### src/rtl/bf_pkg.sv
// rtl/bf_pkg.sv - shared states, distance-word layout and saturation limits (NEG_CYCLE_DETECT_EN adds CHECK)
package bf_pkg;

    typedef enum logic [3:0] {
        S_IDLE,
        S_INIT,
        S_FETCH,
        S_WAIT_E,
        S_READ_D,
        S_WAIT_D,
        S_RELAX,
        S_PASS_END,
`ifdef NEG_CYCLE_DETECT_EN
        S_CHECK,
`endif
        S_DONE
    } state_t;

    // Distance word is {inf, dist, pred}, pred in the low bits.
    function automatic int inf_bit(input int node_w, input int dist_w);
        return node_w + dist_w;
    endfunction

    function automatic int dist_lsb(input int node_w);
        return node_w;
    endfunction

    function automatic int pred_lsb();
        return 0;
    endfunction

    function automatic int dist_max(input int dist_w);
        return (1 << (dist_w - 1)) - 1;
    endfunction

    function automatic int dist_min(input int dist_w);
        return -(1 << (dist_w - 1));
    endfunction

endpackage

### src/rtl/bellman_ford_engine_if.sv
// rtl/bellman_ford_engine_if.sv - control handshake plus edge/distance memory ports
interface bellman_ford_engine_if #(
    parameter int NODE_W  = 8,
    parameter int DIST_W  = 8,
    parameter int EDGE_AW = 13
);
    logic                          start;
    logic [NODE_W-1:0]             src_node;
    logic [NODE_W:0]               num_nodes;
    logic [EDGE_AW:0]              num_edges;
    logic                          busy;
    logic                          done;
    logic                          neg_cycle;
    logic [NODE_W:0]               passes_used;
    logic [EDGE_AW-1:0]            em_addr;
    logic [2*NODE_W+DIST_W-1:0]    em_rdata;
    logic [NODE_W-1:0]             dm_raddr1;
    logic [DIST_W+NODE_W:0]        dm_rdata1;
    logic [NODE_W-1:0]             dm_raddr2;
    logic [DIST_W+NODE_W:0]        dm_rdata2;
    logic [NODE_W-1:0]             dm_waddr;
    logic [DIST_W+NODE_W:0]        dm_wdata;
    logic                          dm_we;

    modport master (
        input  start, src_node, num_nodes, num_edges, em_rdata, dm_rdata1, dm_rdata2,
        output busy, done, neg_cycle, passes_used, em_addr, dm_raddr1, dm_raddr2,
               dm_waddr, dm_wdata, dm_we
    );

    modport slave (
        output start, src_node, num_nodes, num_edges, em_rdata, dm_rdata1, dm_rdata2,
        input  busy, done, neg_cycle, passes_used, em_addr, dm_raddr1, dm_raddr2,
               dm_waddr, dm_wdata, dm_we
    );
endinterface

### src/rtl/bf_sat_add.sv
// rtl/bf_sat_add.sv - signed saturating add of dist+weight and compare against current dist
module bf_sat_add
    import bf_pkg::*;
#(
    parameter int DIST_W = 8
) (
    input  logic signed [DIST_W-1:0] a_i,
    input  logic signed [DIST_W-1:0] b_i,
    input  logic signed [DIST_W-1:0] cmp_i,
    output logic signed [DIST_W-1:0] sum_o,
    output logic                     lt_o
);
    localparam logic signed [DIST_W-1:0] MAX_V = DIST_W'(dist_max(DIST_W));
    localparam logic signed [DIST_W-1:0] MIN_V = DIST_W'(dist_min(DIST_W));

    logic [DIST_W:0] raw;

    // One extra bit catches overflow; disagreeing top bits mean clamp toward the true sign.
    always_comb begin
        raw = {a_i[DIST_W-1], a_i} + {b_i[DIST_W-1], b_i};
        if (raw[DIST_W] != raw[DIST_W-1]) begin
            sum_o = raw[DIST_W] ? MIN_V : MAX_V;
        end else begin
            sum_o = raw[DIST_W-1:0];
        end
        lt_o = sum_o < cmp_i;
    end
endmodule

### src/rtl/bellman_ford_engine.sv
// rtl/bellman_ford_engine.sv - edge-list Bellman-Ford engine; NEG_CYCLE_DETECT_EN adds a negative-cycle check pass
module bellman_ford_engine
    import bf_pkg::*;
#(
    parameter int NODE_W  = 8,
    parameter int DIST_W  = 8,
    parameter int EDGE_AW = 13
) (
    input  logic                  clock,
    input  logic                  reset,
    bellman_ford_engine_if.master bus
);
    localparam int INF_BIT  = inf_bit(NODE_W, DIST_W);
    localparam int DIST_LSB = dist_lsb(NODE_W);
    localparam int PRED_LSB = pred_lsb();
    localparam int EW       = 2 * NODE_W + DIST_W;
    localparam int DW       = 1 + DIST_W + NODE_W;
    localparam logic [NODE_W:0]  N_ONE  = (NODE_W+1)'(1);
    localparam logic [EDGE_AW:0] E_ONE  = (EDGE_AW+1)'(1);
    localparam logic [EDGE_AW:0] E_ZERO = '0;

    state_t               state_q, state_d;
    logic [NODE_W-1:0]    src_q, src_d;
    logic [NODE_W:0]      n_q, n_d;
    logic [EDGE_AW:0]     ne_q, ne_d;
    logic [NODE_W:0]      init_q, init_d;
    logic [EDGE_AW:0]     edge_q, edge_d;
    logic                 wait_q, wait_d;
    logic                 changed_q, changed_d;
    logic [NODE_W:0]      passes_q, passes_d;
`ifdef NEG_CYCLE_DETECT_EN
    logic                 check_q, check_d;
    logic                 neg_q, neg_d;
`endif
    logic [EW-1:0]        e_q;
    logic [DW-1:0]        d1_q, d2_q;

    logic [NODE_W-1:0]        e_src, e_dst;
    logic signed [DIST_W-1:0] e_w, u_dist, v_dist, cand;
    logic                     u_inf, v_inf, cand_lt, upd;

    assign e_w    = e_q[DIST_W-1:0];
    assign e_dst  = e_q[DIST_W +: NODE_W];
    assign e_src  = e_q[DIST_W+NODE_W +: NODE_W];
    assign u_inf  = d1_q[INF_BIT];
    assign v_inf  = d2_q[INF_BIT];
    assign u_dist = d1_q[DIST_LSB +: DIST_W];
    assign v_dist = d2_q[DIST_LSB +: DIST_W];
    assign upd    = !u_inf && (v_inf || cand_lt);

    bf_sat_add #(.DIST_W(DIST_W)) u_add (
        .a_i   (u_dist),
        .b_i   (e_w),
        .cmp_i (v_dist),
        .sum_o (cand),
        .lt_o  (cand_lt)
    );

    assign bus.busy        = (state_q != S_IDLE) && (state_q != S_DONE);
    assign bus.done        = (state_q == S_DONE);
    assign bus.passes_used = passes_q;
    assign bus.em_addr     = edge_q[EDGE_AW-1:0];
    assign bus.dm_raddr1   = e_src;
    assign bus.dm_raddr2   = e_dst;
`ifdef NEG_CYCLE_DETECT_EN
    assign bus.neg_cycle   = neg_q;
`else
    assign bus.neg_cycle   = 1'b0;
`endif

    // Next-state, counters and distance-memory write port.
    always_comb begin
        state_d   = state_q;
        src_d     = src_q;
        n_d       = n_q;
        ne_d      = ne_q;
        init_d    = init_q;
        edge_d    = edge_q;
        wait_d    = wait_q;
        changed_d = changed_q;
        passes_d  = passes_q;
`ifdef NEG_CYCLE_DETECT_EN
        check_d   = check_q;
        neg_d     = neg_q;
`endif
        bus.dm_we    = 1'b0;
        bus.dm_waddr = '0;
        bus.dm_wdata = '0;
        case (state_q)
            S_IDLE: begin
                if (bus.start) begin
                    state_d   = S_INIT;
                    src_d     = bus.src_node;
                    n_d       = bus.num_nodes;
                    ne_d      = bus.num_edges;
                    init_d    = '0;
                    edge_d    = '0;
                    wait_d    = 1'b0;
                    changed_d = 1'b0;
                    passes_d  = '0;
`ifdef NEG_CYCLE_DETECT_EN
                    check_d   = 1'b0;
                    neg_d     = 1'b0;
`endif
                end
            end
            S_INIT: begin
                if (init_q < n_q) begin
                    bus.dm_we    = 1'b1;
                    bus.dm_waddr = init_q[NODE_W-1:0];
                    bus.dm_wdata = {init_q != {1'b0, src_q}, {DIST_W{1'b0}}, init_q[NODE_W-1:0]};
                end
                init_d = init_q + N_ONE;
                if (init_q + N_ONE >= n_q) begin
                    // Nothing to relax: trivial graph or a source outside the node range.
                    if (n_q <= N_ONE || ne_q == E_ZERO || {1'b0, src_q} >= n_q) begin
                        state_d = S_DONE;
                    end else begin
                        state_d = S_FETCH;
                    end
                end
            end
            S_FETCH: state_d = S_WAIT_E;
            S_WAIT_E: begin
                wait_d = !wait_q;
                if (wait_q) state_d = S_READ_D;
            end
            S_READ_D: state_d = S_WAIT_D;
            S_WAIT_D: begin
                wait_d = !wait_q;
                if (wait_q) state_d = S_RELAX;
            end
            S_RELAX: begin
                if (upd) begin
`ifdef NEG_CYCLE_DETECT_EN
                    if (check_q) begin
                        neg_d = 1'b1;
                    end else begin
                        bus.dm_we    = 1'b1;
                        bus.dm_waddr = e_dst;
                        bus.dm_wdata = {1'b0, cand, e_src};
                        changed_d    = 1'b1;
                    end
`else
                    bus.dm_we    = 1'b1;
                    bus.dm_waddr = e_dst;
                    bus.dm_wdata = {1'b0, cand, e_src};
                    changed_d    = 1'b1;
`endif
                end
                if (edge_q == ne_q - E_ONE) begin
                    state_d = S_PASS_END;
                end else begin
                    edge_d  = edge_q + E_ONE;
                    state_d = S_FETCH;
                end
            end
            S_PASS_END: begin
                // Only passes that improved something are counted; the confirming pass is not.
                edge_d    = '0;
                changed_d = 1'b0;
`ifdef NEG_CYCLE_DETECT_EN
                if (check_q) begin
                    state_d = S_DONE;
                end else
`endif
                if (!changed_q) begin
                    state_d = S_DONE;
                end else begin
                    passes_d = passes_q + N_ONE;
                    if (passes_q + N_ONE == n_q - N_ONE) begin
`ifdef NEG_CYCLE_DETECT_EN
                        state_d = S_CHECK;
`else
                        state_d = S_DONE;
`endif
                    end else begin
                        state_d = S_FETCH;
                    end
                end
            end
`ifdef NEG_CYCLE_DETECT_EN
            S_CHECK: begin
                check_d = 1'b1;
                edge_d  = '0;
                state_d = S_FETCH;
            end
`endif
            S_DONE:  state_d = S_IDLE;
            default: state_d = S_IDLE;
        endcase
    end

    // State and counter registers.
    always_ff @(posedge clock) begin
        if (reset) begin
            state_q   <= S_IDLE;
            src_q     <= '0;
            n_q       <= '0;
            ne_q      <= '0;
            init_q    <= '0;
            edge_q    <= '0;
            wait_q    <= 1'b0;
            changed_q <= 1'b0;
            passes_q  <= '0;
`ifdef NEG_CYCLE_DETECT_EN
            check_q   <= 1'b0;
            neg_q     <= 1'b0;
`endif
        end else begin
            state_q   <= state_d;
            src_q     <= src_d;
            n_q       <= n_d;
            ne_q      <= ne_d;
            init_q    <= init_d;
            edge_q    <= edge_d;
            wait_q    <= wait_d;
            changed_q <= changed_d;
            passes_q  <= passes_d;
`ifdef NEG_CYCLE_DETECT_EN
            check_q   <= check_d;
            neg_q     <= neg_d;
`endif
        end
    end

    // Boundary flops on memory read data, loaded only while waiting on that memory.
    always_ff @(posedge clock) begin
        if (reset) begin
            e_q  <= '0;
            d1_q <= '0;
            d2_q <= '0;
        end else begin
            if (state_q == S_WAIT_E) e_q <= bus.em_rdata;
            if (state_q == S_WAIT_D) begin
                d1_q <= bus.dm_rdata1;
                d2_q <= bus.dm_rdata2;
            end
        end
    end
endmodule

### src/flat_wrapper.sv
// flat-port wrapper written by rule: the top's interface ports become plain ports
module bellman_ford_engine_flat import bf_pkg::*;
#(
    parameter int NODE_W  = 8,
    parameter int DIST_W  = 8,
    parameter int EDGE_AW = 13
)
  (clock, reset, bus_start, bus_src_node, bus_num_nodes, bus_num_edges, bus_em_rdata, bus_dm_rdata1, bus_dm_rdata2, bus_busy, bus_done, bus_neg_cycle, bus_passes_used, bus_em_addr, bus_dm_raddr1, bus_dm_raddr2, bus_dm_waddr, bus_dm_wdata, bus_dm_we);
  bellman_ford_engine_if #(.NODE_W(NODE_W), .DIST_W(DIST_W), .EDGE_AW(EDGE_AW)) bus_i ();
  input  logic clock;
  input  logic reset;
  input wire logic [$bits(bus_i.start)-1:0] bus_start;
  input wire logic [$bits(bus_i.src_node)-1:0] bus_src_node;
  input wire logic [$bits(bus_i.num_nodes)-1:0] bus_num_nodes;
  input wire logic [$bits(bus_i.num_edges)-1:0] bus_num_edges;
  input wire logic [$bits(bus_i.em_rdata)-1:0] bus_em_rdata;
  input wire logic [$bits(bus_i.dm_rdata1)-1:0] bus_dm_rdata1;
  input wire logic [$bits(bus_i.dm_rdata2)-1:0] bus_dm_rdata2;
  output wire logic [$bits(bus_i.busy)-1:0] bus_busy;
  output wire logic [$bits(bus_i.done)-1:0] bus_done;
  output wire logic [$bits(bus_i.neg_cycle)-1:0] bus_neg_cycle;
  output wire logic [$bits(bus_i.passes_used)-1:0] bus_passes_used;
  output wire logic [$bits(bus_i.em_addr)-1:0] bus_em_addr;
  output wire logic [$bits(bus_i.dm_raddr1)-1:0] bus_dm_raddr1;
  output wire logic [$bits(bus_i.dm_raddr2)-1:0] bus_dm_raddr2;
  output wire logic [$bits(bus_i.dm_waddr)-1:0] bus_dm_waddr;
  output wire logic [$bits(bus_i.dm_wdata)-1:0] bus_dm_wdata;
  output wire logic [$bits(bus_i.dm_we)-1:0] bus_dm_we;
  assign bus_i.start = bus_start;
  assign bus_i.src_node = bus_src_node;
  assign bus_i.num_nodes = bus_num_nodes;
  assign bus_i.num_edges = bus_num_edges;
  assign bus_i.em_rdata = bus_em_rdata;
  assign bus_i.dm_rdata1 = bus_dm_rdata1;
  assign bus_i.dm_rdata2 = bus_dm_rdata2;
  assign bus_busy = bus_i.busy;
  assign bus_done = bus_i.done;
  assign bus_neg_cycle = bus_i.neg_cycle;
  assign bus_passes_used = bus_i.passes_used;
  assign bus_em_addr = bus_i.em_addr;
  assign bus_dm_raddr1 = bus_i.dm_raddr1;
  assign bus_dm_raddr2 = bus_i.dm_raddr2;
  assign bus_dm_waddr = bus_i.dm_waddr;
  assign bus_dm_wdata = bus_i.dm_wdata;
  assign bus_dm_we = bus_i.dm_we;
  bellman_ford_engine #(.NODE_W(NODE_W), .DIST_W(DIST_W), .EDGE_AW(EDGE_AW)) u_core (.clock(clock), .reset(reset), .bus(bus_i));
endmodule
### config.mk
export PLATFORM = sky130hd
export DESIGN_NAME = bellman_ford_engine_flat
export DESIGN_NICKNAME = d
export VERILOG_FILES = /design/src/rtl/bf_pkg.sv /design/src/rtl/bellman_ford_engine_if.sv /design/src/rtl/bf_sat_add.sv /design/src/rtl/bellman_ford_engine.sv /design/src/flat_wrapper.sv
export SDC_FILE = /design/constraint.sdc
export NUM_CORES = 1
export LEC_CHECK = 0
export ABC_AREA = 1
export CAP_MARGIN = 20
export CORE_ASPECT_RATIO = 0.9
export CORE_UTILIZATION = 40
export CTS_BUF_LIST = sky130_fd_sc_hd__clkbuf_8
export DETAILED_ROUTE_END_ITERATION = 10
export PLACE_DENSITY_LB_ADDON = 0.2
export SYNTH_ARGS = -nofsm -noshare
export SYNTH_HDL_FRONTEND = slang
export SYNTH_SLANG_ARGS = --single-unit
### constraint.sdc
create_clock -name clock -period 4.3 [get_ports clock]
set_clock_uncertainty 0.15 [all_clocks]
set_input_delay 0.43 -clock clock [delete_from_list [all_inputs] [get_ports clock]]
set_output_delay 0.43 -clock clock [all_outputs]
set_load 0.01 [all_outputs]
==> results.json, run 1 <==
{
  "grt_pass1_wl_um": 29000,
  "relSlewSlack_pct": 43.8,
  "final_cells": 1338,
  "crit_slowest_cell": "fa_2",
  "core-area_um2": 16900,
  "place.gp.congestion": 0.846,
  "wl_um": 18000,
  "holdCritPathClass": "flip-flop to flip-flop",
  "drt_iter0_drc": 327,
  "antenna_left": 0,
  "cp_num_buf_inv": 6,
  "track_usage_pct": 20.2,
  "dieArea_um2": 17900,
  "grt_util_met2_pct": 31.1,
  "use_met3_pct": 4.42,
  "cts-htree-levels": 3,
  "port_buffers": 141,
  "critPathLaunchType": "flip-flop",
  "p_leak_nw": 3.59,
  "num_antenna_cells": 0,
  "setup.worst_path.end_class": "primary output",
  "finalHoldViolations": 0,
  "clk_pin_slew_worst_paths_ps": 110,
  "intPower_mw": 1.99,
  "grt_max_degree": 57,
  "clockBufferDepth": 2,
  "synth_area_um2": 6960,
  "cts_inserted_buffers": 9,
  "dp_hpwl_um": 13100,
  "overflow": 0,
  "p_comb_share_pct": 45.0,
  "chipHeight_um": 127,
  "swShare_pct": 41.8,
  "clkLatencyLatePin_ps": 390,
  "required_ps": 3720,
  "drive_above_1_share_pct": 12.3,
  "area_delta_synth_final_pct": 26.2,
  "power_density_nw_per_um2": 389,
  "row_count": 45,
  "grt_busiest_layer": "met2",
  "worstPathCellList": "ha_4 > inv_2 > fa_2 > inv_2 > nand2_2 > nand2_2 > nand3_2 > nand3_1 > nand2_2 > inv_2 > nand2_4 > a21oi_4 > ha_4 > a21oi_2 > nor2_1 > a211oi_2 > nand3_2 > nand3_2 > nand3_4 > clkbuf_16 > buf_4 > o22ai_2 > buf_2",
  "post-route-drc-count": 0,
  "die_x_um": 141,
  "clkSinkCount": 111,
  "synth_ff_type": "dfxtp_1",
  "post_drt_wl_per_cell_um": 13.4,
  "grt_pass1_vias": 5822,
  "cp_max_fo": 8,
  "rsz0062_at_grt": "yes",
  "crit_family": "simple AND/OR/NAND/NOR gates",
  "cpPeakStageDelay_ps": 390,
  "ctsHoldBuffers": 0,
  "ys_warn_count": 0,
  "post_drt_via_cell_ratio": 4.82,
  "finalSetupTns_ps": 0,
  "fin_crit_ps": 4290,
  "synth_top_area_cell": "dfxtp_1",
  "arrival_ps": 3710,
  "p_switching_mw": 1.43,
  "syn_inst": 986,
  "syn_nets": 1127,
  "p_seq_share_pct": 37.0,
  "grt_use_met1_pct": 28.5,
  "critPathKind": "flip-flop to primary output",
  "synth_edf_count": 0,
  "setup_violations": 0,
  "ys_async_sr_fraction_pct": 0,
  "yosys.area.top_type_share_pct": 31.9,
  "ys_ff_latch": 111,
  "max_slew.worst_pin.slew_ps": 841,
  "max_freq_mhz": 233,
  "p_clk_share_pct": 18.0,
  "min_period_over_period_pct": 99.7,
  "maxSlewViolCount": 0,
  "vias": 6446,
  "cts_tree": "done",
  "placedCellCount": 1309,
  "cts_root_buf": "clkbuf_8",
  "initial_core_util_pct": 41.1,
  "yosys.cell_types.count": 48,
  "netlist_top_cells_area": "dfxtp_1 32%, nand2_1 9.8%, ha_1 8.6%, a21oi_1 8.4%, o21ai_0 6.3%",
  "ys_seq_area_share_pct": 31.9,
  "ios": 159,
  "irDropWorstVdd_mv": 0.189,
  "synth.avg_cell_area_um2": 7.06,
  "antenna_found_initial": 0,
  "status": "finished clean",
  "maxCapViolCount": 0,
  "first_pass_iters": 5,
  "layout.nets": 1239
}
routing by layer:
metal	vias to the layer above	wire (um)
li1	3438	-
met5	-	0
met4	0	167
met3	13	917
met2	159	7710
met1	2836	9190
stage by stage:
| stage | setup WS, ps | util (%) | cell area (um2) | power (mW) | hold slack (ps) |
|---|---|---|---|---|---|
| floorplan | 768 | - | 6960 | 2.37 | 285 |
| global route | -254 | 51.8 | 8790 | 3.71 | 349 |
| CTS | -210 | 50.5 | 8560 | 3.40 | 322 |
| detailed placement | 8.13 | 49.4 | 8370 | 2.77 | 307 |
| finish | 11.0 | 51.8 | 8790 | 3.42 | 317 |
| global placement | 75.1 | 49.4 | 8370 | 2.75 | 301 |
power by group through the flow:
| stage | sequential, mW | clock [mW] | combinational [mW] |
|---|---|---|---|
| global route | 1.28 | 0.683 | 1.74 |
| detailed placement | 1.28 | 0 | 1.49 |
| CTS | 1.26 | 0.641 | 1.50 |
| finish | 1.26 | 0.616 | 1.54 |
| global placement | 1.28 | 0 | 1.47 |
| floorplan | 1.25 | 0 | 1.12 |
synthesized netlist by cell type (2+ instances only):
cell / instances
nor2_2: 5
a21oi_1: 117
nor3_2: 4
o21ai_0: 87
nand2_4: 2
nor2_1: 95
nor4_1: 4
buf_4: 30
nor4_2: 2
a31oi_1: 2
a211oi_1: 5
or2_1: 2
xor2_1: 36
o22ai_2: 3
nand3_2: 3
clkbuf_1: 26
inv_2: 6
o2111ai_1: 2
nand4_1: 7
clkinv_1: 3
o211ai_1: 3
xnor2_1: 15
nand3_1: 28
dfxtp_1: 111
o22ai_1: 9
o221ai_1: 2
nor3b_1: 2
a221oi_1: 2
ha_1: 48
nand2_2: 3
buf_6: 3
nor3_1: 11
inv_1: 113
nand2_1: 181
worst paths after layout:
kind	depth (start not counted)	endpoint	slack, ps	from
min reg2reg	2	u_core.d2_q[14]$_SDFFE_PP0N_	320	u_core.d2_q[14]$_SDFFE_PP0N_
min	2	u_core.d2_q[14]$_SDFFE_PP0N_	320	u_core.d2_q[14]$_SDFFE_PP0N_
max reg2reg	23	u_core.changed_q$_SDFFE_PP0P_	760	u_core.e_q[0]$_SDFFE_PP0P_
max	23	bus_dm_wdata[2]	10	u_core.e_q[0]$_SDFFE_PP0P_
timing repair:
action                                  in CTS  in global routing
endpoints found under the setup margin      25                 25
buffers inserted                             0                 11
pin swaps                                    0                 10
gates resized for setup                     40                112
cloned                                       0                  2
cells by family (layout without fill, tap and decap cells):
kind of cell	Yosys count	after routing	share of synthesized area, %
simple gates	354	354	22.4
compound gates	238	238	18.5
buf+inv	182	299	11.8
fa+ha+maj	49	49	8.91
other cells	1	1	0.0539
flops	111	111	31.9
xor+xnor	51	51	6.42
cell type report:
cell class,count,area (um2)
Fill cell,1703,8160
Multi-Input combinational cell,693,4090
Timing Repair Buffer,161,1530
Inverter,122,460
Sequential cell,111,2220
Tap cell,235,294
Clock inverter,5,33.8
Clock buffer,11,151
worst reg2reg max path, delay by kind of cell, from the launching register on:
| kind | cells | cell delay (ps) |
|---|---|---|
| DFF | 1 | 380 |
| AOI/OAI and AO/OA | 4 | 690 |
| and+or+nand+nor | 10 | 860 |
| buffers and inverters | 6 | 630 |
| adders and majority gates | 3 | 760 |
flip-flops by register name, summed over array words and instances (netlist names):
register and flops:
u_core.e_q 24, u_core.edge_q 14, u_core.ne_q 14, u_core.bus.passes_used 9, u_core.d1_q 9, u_core.d2_q 9, u_core.init_q 9, u_core.n_q 9
u_core.src_q 8, u_core.state_q 4, u_core.changed_q 1, u_core.wait_q 1
cells in the final DEF, fill, tap and decap left out, drive strengths merged, types with 6 or more instances in the layout:
| master | instances |
|---|---|
| nor4 | 6 |
| nor2 | 101 |
| inv | 120 |
| o22ai | 12 |
| nand3 | 32 |
| clkdlybuf4s50 | 116 |
| xor2 | 36 |
| nor3 | 15 |
| xnor2 | 15 |
| buf | 39 |
| ha | 48 |
| nand4 | 8 |
| dfxtp | 111 |
| clkinv | 6 |
| a21oi | 118 |
| a211oi | 6 |
| nand2 | 186 |
| o21ai | 89 |
| clkbuf | 17 |
No activity file was read; power rests on OpenSTA's default activity.
==> run 2, diff against run 1 <==
Clock period 4.3 ns to 3.9 ns, I/O delays scaled along.
==> run 2 against run 1 <==
Critical path depth up 3. The flow now finishes with violations (setup timing). Clock power up 18%. Die area stayed put. Via count increased by 2.9%. Power grew 14%. Core utilization up 2.0 points. Non-clock buffer count up 38. Worst setup slack got worse by 190 ps. Largest power group unchanged. Sequential share of layout area fell by 0.95 points. Global-route usage rose by 1.1 points. Critical endpoint is now bus_dm_wdata[15].
==> results.json, run 2 (synthesis gave the netlist of run 1 again) <==
{
  "status": "complete, but fails checks",
  "violations": "setup timing",
  "setup_violations": 25,
  "worst_slack_ps": -177,
  "row_count": 45,
  "drt_iter0_drc": 342,
  "nFillCells": 1699,
  "regMostFlops": "u_core.e_q",
  "required_ps": 3360,
  "cts_tree": "done",
  "final_common_cell": "nand2_1",
  "place.gp.congestion": 0.847,
  "wl_um": 18600,
  "power_density_nw_per_um2": 428,
  "placed_cell_area_um2": 8590,
  "ctsHoldBuffers": 0,
  "largest_registers": "u_core.e_q x24, u_core.edge_q x14, u_core.ne_q x14",
  "clkSinkCount": 111,
  "irDropWorstVdd_mv": 0.199,
  "critPathKind": "flip-flop to primary output",
  "vias": 6633,
  "grt_pass1_wl_um": 30500,
  "arrival_ps": 3540,
  "first_pass_iters": 5,
  "layout.nets": 1277,
  "critPathLaunchType": "flip-flop",
  "fin_area_um2": 9130,
  "port_buffers": 141,
  "max_slew.worst_pin.slew_ps": 705,
  "seq_area_um2": 2220,
  "cts-htree-levels": 3,
  "dieArea_um2": 17900,
  "largest_reg_flops": 24,
  "antenna_left": 0,
  "cts_root_buf": "clkbuf_8",
  "core-area_um2": 16900,
  "post_drt_wl_per_cell_um": 13.5,
  "post_drt_via_cell_ratio": 4.82,
  "rsz0062_at_grt": "yes",
  "fin_util_pct": 53.9,
  "multi_input_area_um2": 4120,
  "finalHoldViolations": 0,
  "initial_core_util_pct": 41.1,
  "die_x_um": 141,
  "setup.worst_path.end_class": "primary output",
  "track_usage_pct": 21.2,
  "placedCellCount": 1338,
  "area_delta_synth_final_pct": 31.1,
  "clkLatencyLatePin_ps": 390,
  "chipHeight_um": 127,
  "maxCapViolCount": 0,
  "layout_common_cells": "175 x nand2_1, 116 x clkdlybuf4s50_1, 110 x a21oi_1, 109 x dfxtp_1, 108 x inv_1",
  "min_period_over_period_pct": 105,
  "num_antenna_cells": 0,
  "maxSlewViolCount": 0,
  "post-route-drc-count": 0,
  "max_freq_mhz": 245,
  "relSlewSlack_pct": 52.8,
  "cts_inserted_buffers": 9,
  "dp_hpwl_um": 13500,
  "p_leak_nw": 3.79,
  "grt_pass1_vias": 6158,
  "fin_crit_ps": 4080,
  "drive_above_1_share_pct": 15.6,
  "grt_max_degree": 57,
  "cp_max_fo": 3,
  "overflow": 0,
  "holdCritPathClass": "flip-flop to flip-flop",
  "clk_pin_slew_worst_paths_ps": 100,
  "ios": 159,
  "antenna_found_initial": 0,
  "clockBufferDepth": 2,
  "p_total_mw": 3.91,
  "final_cells": 1376
}
## run 2: report_power, final
part           internal (mW)  leakage [nW]  switching, mW  total (mW)
Clock                  0.304         0.101          0.422       0.727
Sequential              1.27         0.902          0.128        1.39
Combinational          0.729          2.79           1.06        1.79
## run 2: worst max-delay path, stage by stage (launching register included)
cell and delay, ps:
dfxtp_2 370, ha_4 140, inv_2 30, fa_2 340, inv_2 60, nand2_2 40, nand2_2 60, nand3_2 70
nand2_1 60, nand2_1 50, nand2_2 80, inv_2 60, buf_4 120, buf_4 120, buf_4 120, buf_4 120
buf_4 120, buf_4 120, buf_4 120, buf_4 120, buf_4 120, buf_4 120, buf_4 120, buf_4 120
buf_4 120, nor2_2 90, buf_2 130
## run 2: layer usage
metal	vias to the layer above	share of wire [%]	track usage [%]
met1	2966	49	29.8
met3	11	4.8	3.75
li1	3503	-	-
met4	0	0.86	4.92
met2	153	45	33.8
met5	-	0	0
## run 2: cell type report
class | count | area share [%]
clock buffers | 9 | 1.36
flip-flops and latches | 111 | 24.4
clock inverters | 7 | 0.850
repair buffers | 199 | 20.1
multi-input cells | 693 | 45.1
well taps | 235 | 3.22
inverters | 122 | 5.04
## run 2: metrics by stage
| stage | hold WS [ps] | setup TNS (ps) | setup slack (ps) |
|---|---|---|---|
| final | 321 | -3220 | -177 |
| after global routing | 345 | -10230 | -432 |
| after CTS | 323 | -5740 | -259 |
| after detailed placement | 308 | -5960 | -269 |
| after global placement | 304 | -5220 | -239 |
| after floorplan | 285 | 0 | 408 |
## run 2: worst paths after layout
path | start | to | slack, ps | depth (start not counted)
min reg2reg | u_core.d2_q[14]$_SDFFE_PP0N_ | u_core.d2_q[14]$_SDFFE_PP0N_ | 320 | 2
max | u_core.e_q[0]$_SDFFE_PP0P_ | bus_dm_wdata[15] | -180 | 26
min | u_core.d2_q[14]$_SDFFE_PP0N_ | u_core.d2_q[14]$_SDFFE_PP0N_ | 320 | 2
max reg2reg | u_core.e_q[0]$_SDFFE_PP0P_ | u_core.changed_q$_SDFFE_PP0P_ | 440 | 30
## run 2: timing repair
item / 4_1_cts / 5_1_grt
cloned: 1 / 1
endpoints found under the setup margin: 25 / 25
pin swaps: 7 / 8
buffers inserted: 18 / 1
gates resized for setup: 129 / 34
